**src/rtl/cpu_run_controller.sv**
```systemverilog
// Run/halt/step sequencer for the CPU core: debounced controls, selectable clock-enable
// rate, and a CPU reset held for a fixed number of enables.
module cpu_run_controller #(
  parameter int DEBOUNCE_CYCLES = 50000,
  parameter int RESET_HOLD      = 8,
  parameter int CNT_W           = 32
) (
  input  logic             clock_in,
  input  logic             reset_n_in,
  input  logic             key_reset_n,
  input  logic             key_step_n,
  input  logic             sw_run,
  input  logic [3:0]       div_sel,
  output logic             cpu_ce,
  output logic             cpu_reset,
  output logic [1:0]       state,
  output logic [CNT_W-1:0] ce_count
);

  localparam int DB_W   = $clog2(DEBOUNCE_CYCLES + 1);
  localparam int HOLD_W = $clog2(RESET_HOLD + 1);
  // Released levels, packed as {sw_run, key_step_n, key_reset_n}
  localparam logic [2:0] RELEASED = 3'b011;

  typedef enum logic [1:0] {
    S_HOLD = 2'd0,
    S_HALT = 2'd1,
    S_RUN  = 2'd2,
    S_STEP = 2'd3
  } state_t;

  logic [2:0]      pin;
  logic [2:0]      sync_p0, sync_p1, db_p2, db_p3;
  logic [DB_W-1:0] db_cnt [3];
  logic [1:0]      press_p3;
  logic            run_lvl, reset_press, step_press;

  logic [15:0]       div_p0, div_mask;
  logic              tick;

  state_t            state_q, state_d;
  logic [HOLD_W-1:0] hold_q, hold_d;
  logic              ce_d, reset_d;
  logic [CNT_W-1:0]  count_d;

  assign pin = {sw_run, key_step_n, key_reset_n};

  // Stage p0/p1: synchronisers; p2: debounced level; p3: delayed level and press pulse
  always_ff @(posedge clock_in or negedge reset_n_in) begin
    if (!reset_n_in) begin
      sync_p0  <= RELEASED;
      sync_p1  <= RELEASED;
      db_p2    <= RELEASED;
      db_p3    <= RELEASED;
      press_p3 <= '0;
      for (int i = 0; i < 3; i++) db_cnt[i] <= '0;
    end else begin
      sync_p0 <= pin;
      sync_p1 <= sync_p0;
      for (int i = 0; i < 3; i++) begin
        if (sync_p1[i] == db_p2[i]) begin
          db_cnt[i] <= '0;
        end else if (db_cnt[i] == DB_W'(DEBOUNCE_CYCLES - 1)) begin
          db_cnt[i] <= '0;
          db_p2[i]  <= sync_p1[i];
        end else begin
          db_cnt[i] <= db_cnt[i] + 1'b1;
        end
      end
      db_p3    <= db_p2;
      press_p3 <= db_p3[1:0] & ~db_p2[1:0];
    end
  end

  // Run level taken from p3 so it lines up with the press pulses
  assign run_lvl     = db_p3[2];
  assign reset_press = press_p3[0];
  assign step_press  = press_p3[1];

  // Tick when the low div_sel+1 bits of the free-running divider are all ones
  assign div_mask = ~(16'hFFFE << div_sel);
  assign tick     = (div_p0 & div_mask) == div_mask;

  always_comb begin
    state_d = state_q;
    hold_d  = hold_q;
    count_d = ce_count;
    ce_d    = tick && (state_q != S_HALT);
    case (state_q)
      S_HOLD: begin
        // Leave one cycle after the last held tick so that enable still sees reset high
        if (hold_q == HOLD_W'(RESET_HOLD)) begin
          hold_d  = '0;
          state_d = run_lvl ? S_RUN : S_HALT;
        end else if (tick) begin
          hold_d = hold_q + 1'b1;
        end
      end
      S_HALT: begin
        if (run_lvl)         state_d = S_RUN;
        else if (step_press) state_d = S_STEP;
      end
      S_STEP:  if (tick) state_d = S_HALT;
      S_RUN:   if (!run_lvl) state_d = S_HALT;
      default: state_d = S_HOLD;
    endcase
    if (ce_d && (state_q != S_HOLD)) count_d = ce_count + 1'b1;
    if (reset_press) begin
      state_d = S_HOLD;
      hold_d  = '0;
      count_d = '0;
    end
    reset_d = (state_d == S_HOLD);
  end

  // Stage p0: divider, FSM state and registered outputs
  always_ff @(posedge clock_in or negedge reset_n_in) begin
    if (!reset_n_in) begin
      div_p0    <= '0;
      state_q   <= S_HOLD;
      hold_q    <= '0;
      cpu_ce    <= 1'b0;
      cpu_reset <= 1'b1;
      ce_count  <= '0;
    end else begin
      div_p0    <= div_p0 + 1'b1;
      state_q   <= state_d;
      hold_q    <= hold_d;
      cpu_ce    <= ce_d;
      cpu_reset <= reset_d;
      ce_count  <= count_d;
    end
  end

  assign state = state_q;

endmodule

```
**config.mk**
```make
export PLATFORM = sky130hd
export DESIGN_NAME = cpu_run_controller
export DESIGN_NICKNAME = d
export VERILOG_FILES = /design/src/rtl/cpu_run_controller.sv
export SDC_FILE = /design/constraint.sdc
export NUM_CORES = 1
export LEC_CHECK = 0
export CAP_MARGIN = 20
export CORE_UTILIZATION = 59
export CTS_CLUSTER_DIAMETER = 120
export DETAILED_ROUTE_END_ITERATION = 6
export GPL_ROUTABILITY_DRIVEN = 0
export PLACE_DENSITY = 0.78
export SYNTH_ARGS = -nofsm -noshare
export SYNTH_HDL_FRONTEND = slang
export SYNTH_SLANG_ARGS = --single-unit
```
**constraint.sdc**
```tcl
create_clock -name clock_in -period 2.2 [get_ports clock_in]
set_clock_uncertainty 0.05 [all_clocks]
set_input_delay 0.44 -clock clock_in [delete_from_list [all_inputs] [get_ports clock_in]]
set_output_delay 0.44 -clock clock_in [all_outputs]
set_load 0.03 [all_outputs]
```
==> run_results.csv, run 1 <==
group,metric,value,unit
outcome,status,"finished clean",
timing,fin_hold_ws,263.6,ps
floorplan,start_util,0.6109,
floorplan,die_width,102.8,um
timing,setup_viol,0,
final_layout,fin_nets,680,
place,port-buffer-count,44,
logic_synthesis,synth_edf_count,0,
detailed_routing,routedWlPerCell,16.14,um
clocking,cts_max_level,4,
power,p_leak,3.356,nW
clocking,cts.clk_slew.worst_paths,60,ps
critical_path,end_kind,"output port",
detailed_routing,first_pass_iters,5,
critical_path,crit_path_start_kind,"flip-flop",
timing,finalHoldViolations,0,
final_layout,final_util,0.7562,
timing,fin_crit_sh,0.9839,
global_route,grt_max_degree,48,
final_layout,multi_input_area,2928,um2
logic_synthesis,ys_ff_latch,118,
logic_synthesis,synth_cell_types,50,
detailed_routing,ant_nets,0,
clocking,root_buffer,"clkbuf_8",
critical_path,rr_startpoint,"ce_count[0]",
logic_synthesis,synth_fa_ha_area_frac,0.01460,
clocking,clk_latency,530,ps
critical_path,cp_num_buf_inv,1,
detailed_routing,detail_route.iter0.violations,255,
detailed_routing,met3_length,686,um
power,p_per_area,741.3,nW/um2
global_route,gr-usage-all-layers,0.2647,
worst_hold_path,hp-class,"in2reg",
final_layout,area_growth_syn_to_layout,23.80,%
timing,tightest_slew,581.8,ps
worst_hold_path,hp-start,"key_reset_n",
place,dpl.hpwl,8227,um
detailed_routing,via_per_inst,5.807,
timing,post-route-min-period,2165,ps
floorplan,rows,36,
clocking,cts-buffers-inserted,17,
logic_synthesis,synth_compound_area_frac,0.04881,
global_route,grt_antenna_before_repair,0,
critical_path,cp.arrival,1670,ps
final_layout,drive_above_1_share,0.1433,
detailed_routing,drt-met1-wl,5627,um
logic_synthesis,avgSynthCellArea,9.769,um2
power,irDropWorstVdd,654.8,uV
critical_path,cp_slowest_cell,"clkdlybuf4s50_1",
clocking,cts.sinks,118,
clocking,cts_buffer_depth,2,
global_route,grt_pass1_vias,4518,
detailed_routing,met2_length,6557,um
critical_path,worst_ep_required_time,1710,ps
final_layout,final_area,7426,um2
place,placed_area,6630,um2
logic_synthesis,ys_seq_area_frac,0.4942,
logic_synthesis,synthCells,614,
logic_synthesis,yosysWarnings,0,
timing,drv_slew,0,
floorplan,die_h,102.8,um
logic_synthesis,synthArstFlopShare,1.000,
timing,fmax,462.0,MHz
critical_path,crit_path_cell_trace,"clkdlybuf4s50_1",
logic_synthesis,synth-xor-area-share,0.08615,
detailed_routing,dr.max_layer_used,"met4",
detailed_routing,drc,0,
floorplan,core_area,9819,um2
logic_synthesis,yosys.area_share.simple,0.2712,
detailed_routing,vias,4704,
logic_synthesis,syn_nets,630,
run,drv_cap,0,
critical_path,path_max_fanout,4,
critical_path,critPathMaxStageDelay,740,ps
floorplan,pin_count,45,
logic_synthesis,netlist_area,5998,um2
detailed_routing,drt-total-wl,13080,um
final_layout,regArea,2972,um2
logic_synthesis,synthFlopType,"dfrtp_1",
global_route,grt_pass1_wl,21130,um
global_route,grt-ovfl-total,0,
logic_synthesis,synth_top_family_by_area,"simple AND/OR/NAND/NOR gates",
timing,relSlewSlack,0.6121,
critical_path,critPathTopFamily,"buffers and inverters",
logic_synthesis,synth_mux_area_frac,0.05257,
critical_path,crit_start,"ce_count[13]",
clocking,cts_tree,"done",
critical_path,critPathKind,"reg2out",
final_layout,antenna_cells,0,
final_layout,fillers,682,
floorplan,dieArea,10570,um2
[final timing paths]
kind | to | slack (ps) | cells after the start
worst max-delay path | ce_count[13] | 40 | 1
max in group asynchronous | sync_p0[1] | 1060 | 3
worst min register to register | sync_p1[0] | 310 | 0
worst max register to register | ce_count[26] | 50 | 6
worst min-delay path | sync_p0[0] | 260 | 1
min in group asynchronous | ce_count[23] | 400 | 2
[metal layers]
metal  vias up  global-route usage
met4         0              0.1062
met2       137              0.4344
met1      2299              0.3342
li1       2246                   -
met3        22             0.07186
met5         -                   0
[kinds of logic after synthesis]
group           after synthesis
flops                       118
buf+inv                      43
xor+xnor                     59
compound gates               42
mux                          28
simple gates                317
fa+ha+maj                     7
[state kept, by name, summed over array words and instances (netlist names)]
signal,count
db_p2,3
db_cnt,48
sync_p1,3
state,2
ce_count,32
hold_q,4
div_p0,16
press_p3,2
sync_p0,3
cpu_ce,1
cpu_reset,1
db_p3,3
[layout by cell type (no fill, tap or decap), types with 3 or more instances in the layout]
cell,synthesis,routed
nor4_2,1,10
clkdlybuf4s50_1,0,26
nor4b_1,4,4
and3_1,21,21
nand3_1,45,45
dlymetal6s2s_1,0,8
dfrtp_1,109,103
xor2_1,25,25
o31ai_1,7,7
dfrtp_2,0,6
buf_4,1,14
xnor2_1,34,34
dlygate4sd2_1,0,9
mux2_1,10,10
clkbuf_8,0,6
nand2_1,38,37
nand4_1,20,20
dfstp_2,9,9
o21ai_0,5,5
clkbuf_16,0,16
nor3_1,24,24
mux2_2,18,18
a21oi_1,11,11
or4_1,11,11
ha_1,7,7
inv_1,12,12
nor2b_1,28,28
bufinv_16,0,6
o211ai_1,3,3
and4_1,7,7
nor4_1,14,3
nor2_1,92,92
buf_12,0,4
[power breakdown]
| group | total, mW | leakage, nW | internal, mW | switching (mW) |
|---|---|---|---|---|
| Clock | 3.15 | 0.335 | 2.22 | 0.936 |
| Sequential | 2.21 | 1.55 | 2.20 | 0.0129 |
| Combinational | 0.144 | 1.47 | 0.0445 | 0.0998 |
[timing repair]
item / 4_1_cts / 5_1_grt
endpoints found under the hold margin: 39 / 0
pin swaps: 0 / 0
buffers inserted: 0 / 1
hold buffers: 1 / 0
resized for setup: 15 / 16
cloned: 0 / 0
setup endpoints to repair: 15 / 21
[per-stage QoR]
step	power, mW	worst slack (ps)	std cells	setup TNS (ps)
CTS	5.555	7.142	809	0
global placement	2.382	-488.0	776	-15810
floorplan	2.305	-11.02	614	-29.78
finish	5.505	35.37	810	0
detailed placement	2.389	-619.9	776	-18810
global route	5.673	-30.71	810	-45.11
[Yosys cell counts (2+ instances only)]
master | n | area share
mux2_2 | 18 | 0.034
clkbuf_1 | 21 | 0.013
o31ai_1 | 7 | 0.0088
nand4_1 | 20 | 0.021
and4_1 | 7 | 0.010
nand3_1 | 45 | 0.038
o21bai_1 | 2 | 0.0025
o21ai_0 | 5 | 0.0042
a21oi_1 | 11 | 0.0092
and2_1 | 2 | 0.0021
ha_1 | 7 | 0.015
mux2_1 | 10 | 0.019
xor2_1 | 25 | 0.037
buf_6 | 3 | 0.0056
nor2b_1 | 28 | 0.029
o211ai_1 | 3 | 0.0038
nor4_1 | 14 | 0.015
and3_1 | 21 | 0.022
nor3_1 | 24 | 0.020
or4_1 | 11 | 0.014
buf_2 | 6 | 0.0050
nand2b_1 | 2 | 0.0021
xnor2_1 | 34 | 0.050
nand3b_1 | 2 | 0.0025
a221o_1 | 2 | 0.0033
dfrtp_1 | 109 | 0.45
nor4b_1 | 4 | 0.0058
o2111ai_1 | 2 | 0.0029
dfstp_2 | 9 | 0.039
inv_1 | 12 | 0.0075
nand2_1 | 38 | 0.024
nor2_1 | 92 | 0.058
[cell type report]
type / instances / share of cell area
Sequential cell: 118 / 0.4002
Clock buffer: 24 / 0.06605
Inverter: 12 / 0.006066
Multi-Input combinational cell: 453 / 0.3943
Tap cell: 133 / 0.02241
Timing Repair Buffer: 62 / 0.08543
Clock inverter: 8 / 0.02561
Power figures use the tool's default switching activity.
==> run 2, diff against run 1 <==
- TNS_END_PERCENT: default -> 5
==> run_results.csv, run 2 (same netlist as run 1, synthesis figures left out) <==
group,metric,value,unit
critical_path,end_kind,"output port",
timing,setup_viol,0,
detailed_routing,via_per_inst,5.824,
floorplan,die_width,102.8,um
clocking,cts.sinks,118,
critical_path,reg2reg_setup_slack,50,ps
clocking,cts_setup_buffers,0,
worst_hold_path,worstHoldPathCells,1,
global_route,grt_antenna_before_repair,0,
final_layout,largest_register_ffs,48,
run,drv_cap,0,
final_layout,largest_register,"db_cnt",
global_route,grt_pass1_vias,4518,
critical_path,cp_slowest_cell,"clkdlybuf4s50_1",
critical_path,reg2regPathDepth,6,
timing,fin_hold_ws,259.5,ps
clocking,cts.clk_slew.worst_paths,60,ps
floorplan,pin_count,45,
power,irDropWorstVdd,654.4,uV
clocking,root_buffer,"clkbuf_8",
final_layout,regArea,2972,um2
final_layout,antenna_cells,0,
clocking,cts_max_level,4,
power,p_per_area,741.8,nW/um2
critical_path,path_max_fanout,4,
power,p_sw_frac,0.1915,
floorplan,dieArea,10570,um2
critical_path,crit_path_cell_trace,"clkdlybuf4s50_1",
detailed_routing,detail_route.iter0.violations,274,
detailed_routing,drt-total-wl,13060,um
floorplan,start_util,0.6109,
power,p_sw,1.056,mW
clocking,cts-buffers-inserted,17,
timing,drv_slew,0,
clocking,cts_buffer_depth,2,
worst_hold_path,hp-class,"in2reg",
power,internal_power,4.457,mW
critical_path,critPathMaxStageDelay,730,ps
power,p_leak,3.371,nW
floorplan,rows,36,
timing,tightest_slew,581.7,ps
floorplan,core_area,9819,um2
floorplan,die_h,102.8,um
detailed_routing,vias,4712,
critical_path,cp.arrival,1680,ps
final_layout,fin_nets,679,
power,p_seq_frac,0.401,
critical_path,cp_num_buf_inv,1,
global_route,grt-ovfl-total,0,
place,dpl.hpwl,8227,um
critical_path,worst_ep_required_time,1710,ps
detailed_routing,routedWlPerCell,16.14,um
clocking,clk_latency,530,ps
power,totalPowerFinal,5.512,mW
detailed_routing,first_pass_iters,5,
timing,fmax,461.8,MHz
global_route,gr-usage-all-layers,0.2647,
detailed_routing,ant_nets,0,
timing,post-route-min-period,2165,ps
clocking,cts_tree,"done",
critical_path,critPathTopFamily,"buffers and inverters",
global_route,grt_pass1_wl,21130,um
place,port-buffer-count,44,
final_layout,mostFrequentLayoutCells,"dfrtp_1, nor2_1, nand3_1, nand2_1, xnor2_1",
critical_path,cp.depth,1,
timing,fin_crit_sh,0.9842,
final_layout,drive_above_1_share,0.1420,
critical_path,critPathKind,"reg2out",
power,p_clk_frac,0.573,
final_layout,area_growth_syn_to_layout,23.88,%
outcome,status,"finished clean",
power,p_comb_frac,0.026,
timing,grt_setup_unrepaired,"true",
global_route,grt_max_degree,48,
critical_path,crit_path_start_kind,"flip-flop",
timing,relSlewSlack,0.6122,
final_layout,final_util,0.7568,
final_layout,multi_input_area,2937,um2
final_layout,fillers,680,
final_layout,reg_top3,"db_cnt: 48 flops, ce_count: 32 flops, div_p0: 16 flops",
final_layout,layout_commonest_cell,"dfrtp_1",
detailed_routing,drc,0,
timing,finalHoldViolations,0,
[run 2: cell types whose count changed in the layout (fill, tap and decap cells not counted), sizes merged]
cell	previous run	this run
dlygate4sd2	9	8
dlymetal6s2s	8	9
buf	18	17
[run 2: stage by stage]
stage / cell area, um2 / std cells / setup slack [ps] / setup TNS, ps
floorplan: 6006 / 614 / -11.02 / -29.78
global placement: 6630 / 776 / -488.0 / -15810
detailed placement: 6630 / 776 / -619.9 / -18810
CTS: 7348 / 809 / -3.051 / -3.051
global route: 7431 / 809 / -29.90 / -48.65
finish: 7431 / 809 / 34.77 / 0
[run 2: metal layers]
metal / vias up / global-route usage / part of all wire
met3: 22 / 0.07186 / 0.053
li1: 2248 / - / -
met4: 0 / 0.1062 / 0.016
met2: 136 / 0.4344 / 0.50
met5: - / 0 / 0
met1: 2306 / 0.3342 / 0.43
[run 2: path summary, 6_finish.rpt]
path / start / end
max: ce_count[13] / ce_count[13]
min: key_reset_n / sync_p0[0]
max reg2reg: ce_count[0] / ce_count[26]
min reg2reg: sync_p0[2] / sync_p1[2]
max in group asynchronous: reset_n_in / sync_p0[1]
min in group asynchronous: reset_n_in / ce_count[23]
[run 2: what timing repair did]
| item | in CTS | in global routing |
|---|---|---|
| hold buffers | 1 | 0 |
| pin swaps | 0 | 0 |
| endpoints found under the setup margin | 15 | 35 |
| resized for setup | 14 | 18 |
| cloned | 0 | 0 |
| endpoints found under the hold margin | 39 | 0 |
[run 2: power by group through the flow]
stage / logic (mW) / clock network (mW) / registers [mW]
after global routing: 0.166 / 3.30 / 2.21
after floorplan: 0.0633 / 0 / 2.24
after global placement: 0.139 / 0 / 2.24
after CTS: 0.147 / 3.20 / 2.21
final: 0.146 / 3.16 / 2.21
after detailed placement: 0.145 / 0 / 2.24
[run 2: area by class of cell]
| type | count | share of cell area |
|---|---|---|
| Clock buffer | 24 | 0.06600 |
| Clock inverter | 8 | 0.02559 |
| Inverter | 12 | 0.006062 |
| Multi-Input combinational cell | 453 | 0.3952 |
| Sequential cell | 118 | 0.3999 |
| Tap cell | 133 | 0.02239 |
| Timing Repair Buffer | 61 | 0.08486 |
==> run 3, diff against run 2 <==
- CTS_CLUSTER_SIZE: default -> 14
- SLEW_MARGIN: default -> 15
==> results of run 3 <==
Same layout as run 2: the final DEF is identical, and so are final timing and power.
